$ cat config.mk
export PLATFORM = sky130hd
export DESIGN_NAME = gpu_instruction_dispatch
export DESIGN_NICKNAME = d
export VERILOG_FILES = /design/src/rtl/gpu_instruction_dispatch_pkg.sv /design/src/rtl/gpu_instruction_dispatch_watchdog.sv /design/src/rtl/gpu_instruction_dispatch.sv
export SDC_FILE = /design/constraint.sdc
export NUM_CORES = 1
export LEC_CHECK = 0
export CORE_ASPECT_RATIO = 0.75
export CORE_MARGIN = 2
export CORE_UTILIZATION = 48
export DETAILED_ROUTE_END_ITERATION = 8
export PLACE_DENSITY = 0.94
export SLEW_MARGIN = 20
export SYNTH_ARGS = -nofsm -noshare
export SYNTH_HDL_FRONTEND = slang
export SYNTH_SLANG_ARGS = --single-unit
$ cat constraint.sdc
create_clock -name clk -period 3.5 [get_ports clk]
set_clock_uncertainty 0.05 [all_clocks]
set_input_delay 0.7 -clock clk [delete_from_list [all_inputs] [get_ports clk]]
set_output_delay 0.7 -clock clk [all_outputs]
set_load 0.1 [all_outputs]
$ cat src/rtl/gpu_instruction_dispatch_pkg.sv
// Shared GPU definitions: screen geometry, opcodes, engine indices and the
// dispatcher state type.
package gpu_instruction_dispatch_pkg;

  localparam int WIDTH   = 10;
  localparam int HEIGHT  = 9;
  localparam int CHANNEL = 8;

  typedef enum logic [3:0] {
    OP_NOP    = 4'd0,
    OP_LINE   = 4'd1,
    OP_RECT   = 4'd2,
    OP_CIRCLE = 4'd3,
    OP_SWAP   = 4'd4
  } opcode_e;

  localparam logic [1:0] ENG_LINE   = 2'd0;
  localparam logic [1:0] ENG_RECT   = 2'd1;
  localparam logic [1:0] ENG_CIRCLE = 2'd2;
  localparam logic [1:0] ENG_SWAP   = 2'd3;

  typedef enum logic [1:0] {
    ST_IDLE,
    ST_DECODE,
    ST_ISSUE,
    ST_WAIT
  } state_e;

  // Engine slot for an opcode; only meaningful for LINE..SWAP.
  function automatic logic [1:0] engine_of(input logic [3:0] op);
    case (op)
      OP_RECT:   return ENG_RECT;
      OP_CIRCLE: return ENG_CIRCLE;
      OP_SWAP:   return ENG_SWAP;
      default:   return ENG_LINE;
    endcase
  endfunction

endpackage

$ cat src/rtl/gpu_instruction_dispatch_watchdog.sv
// Engine watchdog: counts enabled cycles since clear; expired flags the cycle
// whose increment brings the count to all-ones (2^WDOG_BITS-1 enabled cycles).
module gpu_watchdog_counter #(
  parameter int WDOG_BITS = 20
) (
  input  logic clk,
  input  logic n_rst,
  input  logic clear,
  input  logic enable,
  output logic expired
);

  localparam logic [WDOG_BITS-1:0] ONE  = WDOG_BITS'(1);
  localparam logic [WDOG_BITS-1:0] LAST = {{(WDOG_BITS-1){1'b1}}, 1'b0};

  logic [WDOG_BITS-1:0] cnt;

  always_ff @(posedge clk or negedge n_rst) begin
    if (!n_rst) begin
      cnt <= '0;
    end else if (clear) begin
      cnt <= '0;
    end else if (enable) begin
      cnt <= cnt + ONE;
    end
  end

  assign expired = enable && (cnt == LAST);

endmodule

$ cat src/rtl/gpu_instruction_dispatch.sv
// Fetches drawing instructions from the FIFO and issues them one at a time to the
// line/rect/circle/swap engines; start is two cycles after pop, held while busy.
module gpu_instruction_dispatch
  import gpu_instruction_dispatch_pkg::*;
#(
  parameter int WDOG_BITS = 20
) (
  input  logic               clk,
  input  logic               n_rst,
  input  logic               fifo_empty_i,
  input  logic [3:0]         opcode_i,
  input  logic [WIDTH-1:0]   x1_i,
  input  logic [HEIGHT-1:0]  y1_i,
  input  logic [WIDTH-1:0]   x2_i,
  input  logic [HEIGHT-1:0]  y2_i,
  input  logic [WIDTH-1:0]   rad_i,
  input  logic [CHANNEL-1:0] r_i,
  input  logic [CHANNEL-1:0] g_i,
  input  logic [CHANNEL-1:0] b_i,
  input  logic [2:0]         oct_i,
  output logic               pop_instruction_o,
  input  logic               halt_i,
  input  logic [3:0]         engine_busy_i,
  input  logic [3:0]         engine_done_i,
  output logic [3:0]         engine_start_o,
  output logic [WIDTH-1:0]   x1_o,
  output logic [HEIGHT-1:0]  y1_o,
  output logic [WIDTH-1:0]   x2_o,
  output logic [HEIGHT-1:0]  y2_o,
  output logic [WIDTH-1:0]   rad_o,
  output logic [CHANNEL-1:0] r_o,
  output logic [CHANNEL-1:0] g_o,
  output logic [CHANNEL-1:0] b_o,
  output logic [2:0]         oct_o,
  output logic               idle_o,
  output logic               err_illegal_o,
  output logic               err_timeout_o,
  input  logic               err_clr_i,
  output logic               irq_o,
  output logic [15:0]        instr_count_o
);

  state_e     state;
  logic [3:0] opcode_q;
  logic [1:0] target;
  logic       fetch;
  logic       start;
  logic       done_hit;
  logic       wdog_expired;
  logic       timeout;
  logic       illegal;

  assign target   = engine_of(opcode_q);
  // Gated by n_rst so the FIFO is never popped while reset is held.
  assign fetch    = n_rst && (state == ST_IDLE) && !fifo_empty_i && !halt_i;
  assign start    = (state == ST_ISSUE) && !engine_busy_i[target];
  assign done_hit = (state == ST_WAIT) && engine_done_i[target];
  assign timeout  = wdog_expired && !done_hit;
  assign illegal  = (state == ST_DECODE) && (opcode_q > OP_SWAP);

  assign pop_instruction_o = fetch;
  assign idle_o            = (state == ST_IDLE);

  always_comb begin
    engine_start_o         = '0;
    engine_start_o[target] = start;
  end

  gpu_watchdog_counter #(
    .WDOG_BITS(WDOG_BITS)
  ) u_watchdog (
    .clk    (clk),
    .n_rst  (n_rst),
    .clear  (start),
    .enable (state == ST_WAIT),
    .expired(wdog_expired)
  );

  always_ff @(posedge clk or negedge n_rst) begin
    if (!n_rst) begin
      state         <= ST_IDLE;
      opcode_q      <= '0;
      x1_o          <= '0;
      y1_o          <= '0;
      x2_o          <= '0;
      y2_o          <= '0;
      rad_o         <= '0;
      r_o           <= '0;
      g_o           <= '0;
      b_o           <= '0;
      oct_o         <= '0;
      err_illegal_o <= 1'b0;
      err_timeout_o <= 1'b0;
      irq_o         <= 1'b0;
      instr_count_o <= '0;
    end else begin
      irq_o <= (illegal && !err_illegal_o) || (timeout && !err_timeout_o);

      // A new error outranks a simultaneous clear.
      if (illegal) begin
        err_illegal_o <= 1'b1;
      end else if (err_clr_i) begin
        err_illegal_o <= 1'b0;
      end
      if (timeout) begin
        err_timeout_o <= 1'b1;
      end else if (err_clr_i) begin
        err_timeout_o <= 1'b0;
      end

      unique case (state)
        ST_IDLE: begin
          if (fetch) begin
            state    <= ST_DECODE;
            opcode_q <= opcode_i;
            x1_o     <= x1_i;
            y1_o     <= y1_i;
            x2_o     <= x2_i;
            y2_o     <= y2_i;
            rad_o    <= rad_i;
            r_o      <= r_i;
            g_o      <= g_i;
            b_o      <= b_i;
            oct_o    <= oct_i;
          end
        end
        ST_DECODE: begin
          state <= ((opcode_q == OP_NOP) || illegal) ? ST_IDLE : ST_ISSUE;
        end
        ST_ISSUE: begin
          if (start) state <= ST_WAIT;
        end
        ST_WAIT: begin
          if (done_hit) begin
            instr_count_o <= instr_count_o + 16'd1;
            state         <= ST_IDLE;
          end else if (timeout) begin
            state <= ST_IDLE;
          end
        end
        default: state <= ST_IDLE;
      endcase
    end
  end

endmodule
## Word level (Yosys, flattened, before mapping)

Cells that the tools add are included.

| word-level totals | value |
|---|---|
| register bits | 120 |
| output and inout bits | 100 |

| operators by class | value |
|---|---|
| add/sub/neg operators | 2 |
| $lt $le $gt $ge | 3 |
| eq/ne operators | 10 |
| multiplexer cells | 18 |
| bitwise logic cells | 1 |
| reductions and logical operators | 27 |

Operator list:

| kind | count |
|---|---|
| 20-bit 2-to-1 mux | 2 |
| 20-bit by 1-bit adder with 20-bit output (second input constant) | 1 |
| 20-bit equality test (second input constant) | 1 |
| 16-bit by 1-bit adder with 16-bit output (second input constant) | 1 |
| 1-bit logical AND | 11 |
| 2-bit 2-to-1 mux | 5 |
| 4-bit by 2-bit equality test with 1-bit output (second input constant) | 2 |
| 2-bit one-hot mux with 4 select lines | 1 |
| 1-bit logical NOT | 6 |
| 1-bit 2-to-1 mux | 6 |
| 2-bit one-hot mux with 3 select lines | 1 |
| 2-bit nonzero test | 3 |
| 4-bit AND | 1 |
| 1-bit binary-select mux with 2-bit select | 2 |
| 2-bit equality test (second input constant) | 2 |
| 4-bit by 3-bit equality test with 1-bit output (second input constant) | 1 |
| 4-bit by 3-bit greater-than comparator with 1-bit output (second input constant) | 1 |
| 4-bit logical NOT | 1 |
| 2-bit != test (second input constant) | 2 |
| 2-bit AND reduction | 2 |
| 2-bit by 3-bit < comparator with 1-bit output (second input constant) | 1 |
| 3-bit != test (second input constant) | 1 |
| 3-bit AND reduction | 1 |
| 1-bit demux with 2-bit select | 1 |
| 4 further kinds | 5 |

## Logic depth before layout (Yosys ltp)

| depth | value |
|---|---|
| depth in word-level cells | 10 |
| mapped depth | 7 |
| depth with buffers taken out | 7 |

## Modules after synthesis

From an unflattened synthesis, not the netlist that was laid out.

| second synthesis, totals | value |
|---|---|
| cells, all modules | 563 |
| area, all modules | 5216.3 um^2 |

Modules (own cells, without submodules):

| module | instances | cells an instance | area an instance (um^2) | sequential area each (um^2) |
|---|---|---|---|---|
| gpu_instruction_dispatch | 1 | 451 | 4144.0 | 2502.4 |
| gpu_watchdog_counter | 1 | 112 | 1072.3 | 500.5 |

## Worst setup path after synthesis

OpenSTA, ideal clock, no wires.

| timing path | value |
|---|---|
| path kind | input to output |
| start point | input port engine_busy_i[1] |
| end point | output port engine_start_o[2] |
| data arrival time | 3.594 ns |
| required time | 2.750 ns |
| setup slack | -0.844 ns |
| stages | 5 |
| path buffers | 0 |
| cell sequence | nor4b_1 -> a21oi_1 -> o22ai_1 -> nor4b_4 -> nor3b_1 |

| on the way | value |
|---|---|
| longest elaborated chain between the ends | 5 |

RTL lines:

| item | RTL line | RTL |
|---|---|---|
| from (decl) | gpu_instruction_dispatch.sv:23 | `input logic [3:0] engine_busy_i,` |
| 1-bit binary-select mux with 2-bit select | gpu_instruction_dispatch.sv:56 | `assign start = (state == ST_ISSUE) && !engine_busy_i[target];` |
| 1-bit 2-to-1 mux (implied by the code) | gpu_instruction_dispatch.sv:56 |  |
| 1-bit logical NOT | gpu_instruction_dispatch.sv:56 |  |
| 1-bit logical AND | gpu_instruction_dispatch.sv:56 |  |
| 4-bit AND (no source line) | -- |  |
| to (decl) | gpu_instruction_dispatch.sv:25 | `output logic [3:0] engine_start_o,` |

Every way passes these cells. The select of a mux whose other input is x is not followed.

## Worst setup path in the final report

| timing path | value |
|---|---|
| start point | register opcode_q[0] |
| end point | output port engine_start_o[3] |

| on the way | value |
|---|---|
| longest elaborated chain between the ends | 7 |
| elaborated cells between the ends (all ways) | 14 |
| those cells by class | order compare: 2; eq/ne: 3; mux: 5; bitwise: 1; reduce/logical: 3 |

RTL lines:

| item | RTL line | RTL |
|---|---|---|
| from (decl) | gpu_instruction_dispatch.sv:44 | `logic [3:0] opcode_q;` |
| from (signal assigned) | gpu_instruction_dispatch.sv:115 | `opcode_q <= opcode_i;` |
| 4-bit by 3-bit equality test with 1-bit output / 4-bit by 2-bit equality test with 1-bit output (equally long branches) | gpu_instruction_dispatch_pkg.sv:31 | `case (op)` |
| 2-bit one-hot mux with 3 select lines * | gpu_instruction_dispatch_pkg.sv:31 |  |
| 2-bit by 3-bit < comparator with 1-bit output (implied by the code), or another cell as far along | gpu_instruction_dispatch.sv:66 | `engine_start_o[target] = start;` |
| 1-bit logical AND (implied by the code) / 1-bit 2-to-1 mux (equally long branches) | gpu_instruction_dispatch.sv:66, gpu_instruction_dispatch.sv:56 |  |
| 1-bit 2-to-1 mux (implied by the code) / 1-bit logical NOT (equally long branches) | gpu_instruction_dispatch.sv:66, gpu_instruction_dispatch.sv:56 |  |
| 1-bit demux with 2-bit select / 1-bit logical AND (equally long branches) | gpu_instruction_dispatch.sv:66, gpu_instruction_dispatch.sv:56 |  |
| 4-bit AND (no source line) * | -- |  |

Every way passes the cells marked *; elsewhere a longest branch is shown, timed or not. The select of a mux whose other input is x is not followed.

==> metrics.md <==
| Metric | Value |
|---|---|
| Worst R2R Path Depth | `5` |
| Rel. slew slack | `32.4%` |
| Path type of the worst setup path | `reg -> out` |
| Ant diodes | `0` |
| Outcome | `finished, final reports clean` |
| Max stage delay on crit path | `480 ps` |
| Post-synth ARST share | `100%` |
| R2R setup slack | `1160 ps` |
| CP top delay family | `simple AND/OR/NAND/NOR gates` |
| Yosys warnings | `0` |
| Finished Cell Area | `7770 um^2` |
| Worst setup SP type | `register` |
| Type of destination of the critical path | `output pin` |
| Worst-path clk slew | `50 ps` |
| Vias in the first global route | `4,607` |
| Vias per std cell | `5.11` |
| Row cnt | `32` |
| CTS resizes | `0` |
| Chip height | `93.6 um` |
| Post-synth EDFFs | `0` |
| Core Util, Final | `74.9%` |
| Share of the yosys chip area belonging to registers | `58.4%` |
| # IOs | `192` |
| Share of the synthesized area in the top cell type | `58.4%` |
| Worst r2r src | `opcode_q[2]` |
| Initial antenna violation count | `0` |
| Crit-path cells | `nand2b_1 > a21oi_1 > o22ai_1 > nor4b_4 > nor3b_2 > buf_12` |
| Clk Latency, worst-skew pair | `400 ps` |
| H-tree depth | `4` |
| Layout overhead on the synthesized area | `51.1%` |
| Post-synth top cells | `nand2_1, dfrtp_1, nor2_1` |
| Distinct cells, synth | `45` |
| Nets | `852` |
| Cells after Synth | `568` |
| Max_cap viols | `0` |
| Post-Syn Nets | `663` |
| Cts bufs inserted | `17` |
| Synth top area cells | `dfrtp_1, nand2_1, xor2_1` |
| Slew @ Worst Pin | `1010 ps` |
| DRT iter0 DRCs | `229` |
| Core area | `10,400 um^2` |
| Global-route wire length before repair | `22.3 mm` |
| Post-CTS Setup Inserts | `0` |
| Fin. Hold Viols | `0` |
| Die area | `11,600 um^2` |
| Initial DRT Pass Iterations | `5` |
| Final Cycle Share | `91.9%` |
| Yosys reg bits | `120` |
| Hold crit path type | `in -> async` |
| Detail Route Antenna Nets | `0` |
| Die W | `124 um` |
| Final max-slew violation count | `0` |
| Mapped Area | `5140 um^2` |
| Top FF cell, synth | `dfrtp_1` |
| Fin Setup TNS | `0 ps` |
| Leading area contributor after synthesis | `dfrtp_1` |
| Bufs on Longest Clock Path | `2` |
| WL per Instance | `15.1 um` |
| Hpwl dp | `9.77 mm` |
| Pin count of the biggest net entering global routing | `83` |
| Routability cong. | `0.873` |
| # DRC | `0` |
| RSZ-0062 raised after global routing | `false` |
| Starting Density | `49.6%` |
| DR vias | `4,631` |
| Max FO, Critical Path | `10` |
| Final min period | `3220 ps` |
| Clock sink count | `120` |
| Overall global routing resource usage | `25.1%` |
| Congestion Overflow GR | `0` |
| Slowest cell on crit path | `dfrtp_1` |
| CTS tree | `yes` |
| Critical Path RT | `2750 ps` |
| Buffers on Ports | `191` |
| Fraction of layout cells with a size suffix above 1 | `9.61%` |
| Most common cell in the netlist | `nand2_1` |
| Final wirelength | `13.7 mm` |
| Area post-placement | `7170 um^2` |
| Cts hold-fix bufs | `0` |
| Peak Freq | `311 MHz` |
| Buffers plus inverters on the worst setup path | `1` |
| Root buf cell | `clkbuf_16` |
| R2R Path End | `instr_count_o[1]` |
| Synthesized area per cell | `9.05 um^2` |
| Critical path arrival | `2470 ps` |
| Count of endpoints failing setup in the final report | `0` |
metal layers:
| metal | routed length (um) | vias to the layer above | part of all wire (%) | GRT usage, % |
|---|---|---|---|---|
| li1 | - | 2197 | - | - |
| met1 | 5570 | 2234 | 41 | 30.2 |
| met2 | 6900 | 183 | 50 | 42.2 |
| met3 | 1030 | 17 | 7.5 | 8.54 |
| met4 | 191 | 0 | 1.4 | 7.95 |
| met5 | 0 | - | 0 | 0 |
sequential cells by signal, summed over array words and instances (netlist names), named ones only:
register and cells:
g_o 8, y1_o 9, opcode_q 4, err_illegal_o 1, irq_o 1, x1_o 10
r_o 8, b_o 8, err_timeout_o 1, u_watchdog.cnt 20, instr_count_o 16, state 1
x2_o 10, y2_o 9, rad_o 10, oct_o 3
cell families (layout without fill, tap and decap cells):
family,Yosys count,count (layout),share of synthesized area (%)
flip-flops,120,120,58.4
multiplexers,2,2,0.414
AND/OR/NAND/NOR,348,348,29.3
buffers and inverters,38,240,3.02
AO/OA/AOI/OAI,31,31,3.67
XOR/XNOR,26,26,4.43
adder cells (fa/ha/maj),3,3,0.730
cells in the final DEF, fill, tap and decap left out, types with 2 or more instances in the layout:
| cell | n |
|---|---|
| ha_1 | 3 |
| bufinv_16 | 2 |
| a21oi_1 | 4 |
| o21bai_1 | 3 |
| nor4_1 | 5 |
| and4_1 | 4 |
| clkbuf_16 | 17 |
| clkinv_2 | 5 |
| xor2_1 | 20 |
| o21ai_0 | 14 |
| nand3_2 | 2 |
| nor2b_1 | 5 |
| nand3_1 | 11 |
| xnor2_1 | 6 |
| or2_2 | 2 |
| nor3b_2 | 2 |
| buf_12 | 5 |
| buf_4 | 24 |
| clkdlybuf4s50_1 | 167 |
| dfrtp_1 | 120 |
| inv_1 | 11 |
| o22ai_1 | 4 |
| clkbuf_8 | 5 |
| nand4_1 | 8 |
| nand2_1 | 256 |
| nor2_1 | 25 |
| clkbuf_1 | 2 |
| nor3_1 | 11 |
| and3_1 | 4 |
metrics by stage:
stage	hold WS (ps)	setup WS (ps)	cells
6_report	330	285	906
3_5_place_dp	411	369	874
2_1_floorplan	354	140	568
3_3_place_gp	407	479	874
4_1_cts	347	312	906
5_1_grt	375	174	906
worst reg2reg max path, stage by stage, from the launching register on:
cell	delay, ps
dfrtp_1	570
or3b_1	460
o32a_1	350
o211ai_2	240
nor2_1	200
mux2_1	350
worst max-delay path by stage:
stage                                 from           endpoint  slack (ps)  cells after the start
after CTS                      opcode_q[0]  engine_start_o[2]         310                      6
final                          opcode_q[0]  engine_start_o[3]         280                      6
after global placement    engine_busy_i[1]  engine_start_o[2]         480                      7
after floorplan           engine_busy_i[1]  engine_start_o[2]         140                      5
after detailed placement  engine_busy_i[1]  engine_start_o[2]         370                      7
after global routing           opcode_q[0]  engine_start_o[2]         170                      6
cell type report:
| class | instances | area [um^2] |
|---|---|---|
| Clock buffer | 24 | 502 |
| Sequential cell | 120 | 3000 |
| Clock inverter | 8 | 92.6 |
| Tap cell | 136 | 170 |
| Inverter | 12 | 45.0 |
| Multi-Input combinational cell | 410 | 2000 |
| Timing Repair Buffer | 196 | 1950 |
| Fill cell | 701 | 2600 |
Power is left out: the tool's default activity adds up to more than one toggle a clock period on the data nets, which glitch-free logic cannot reach.
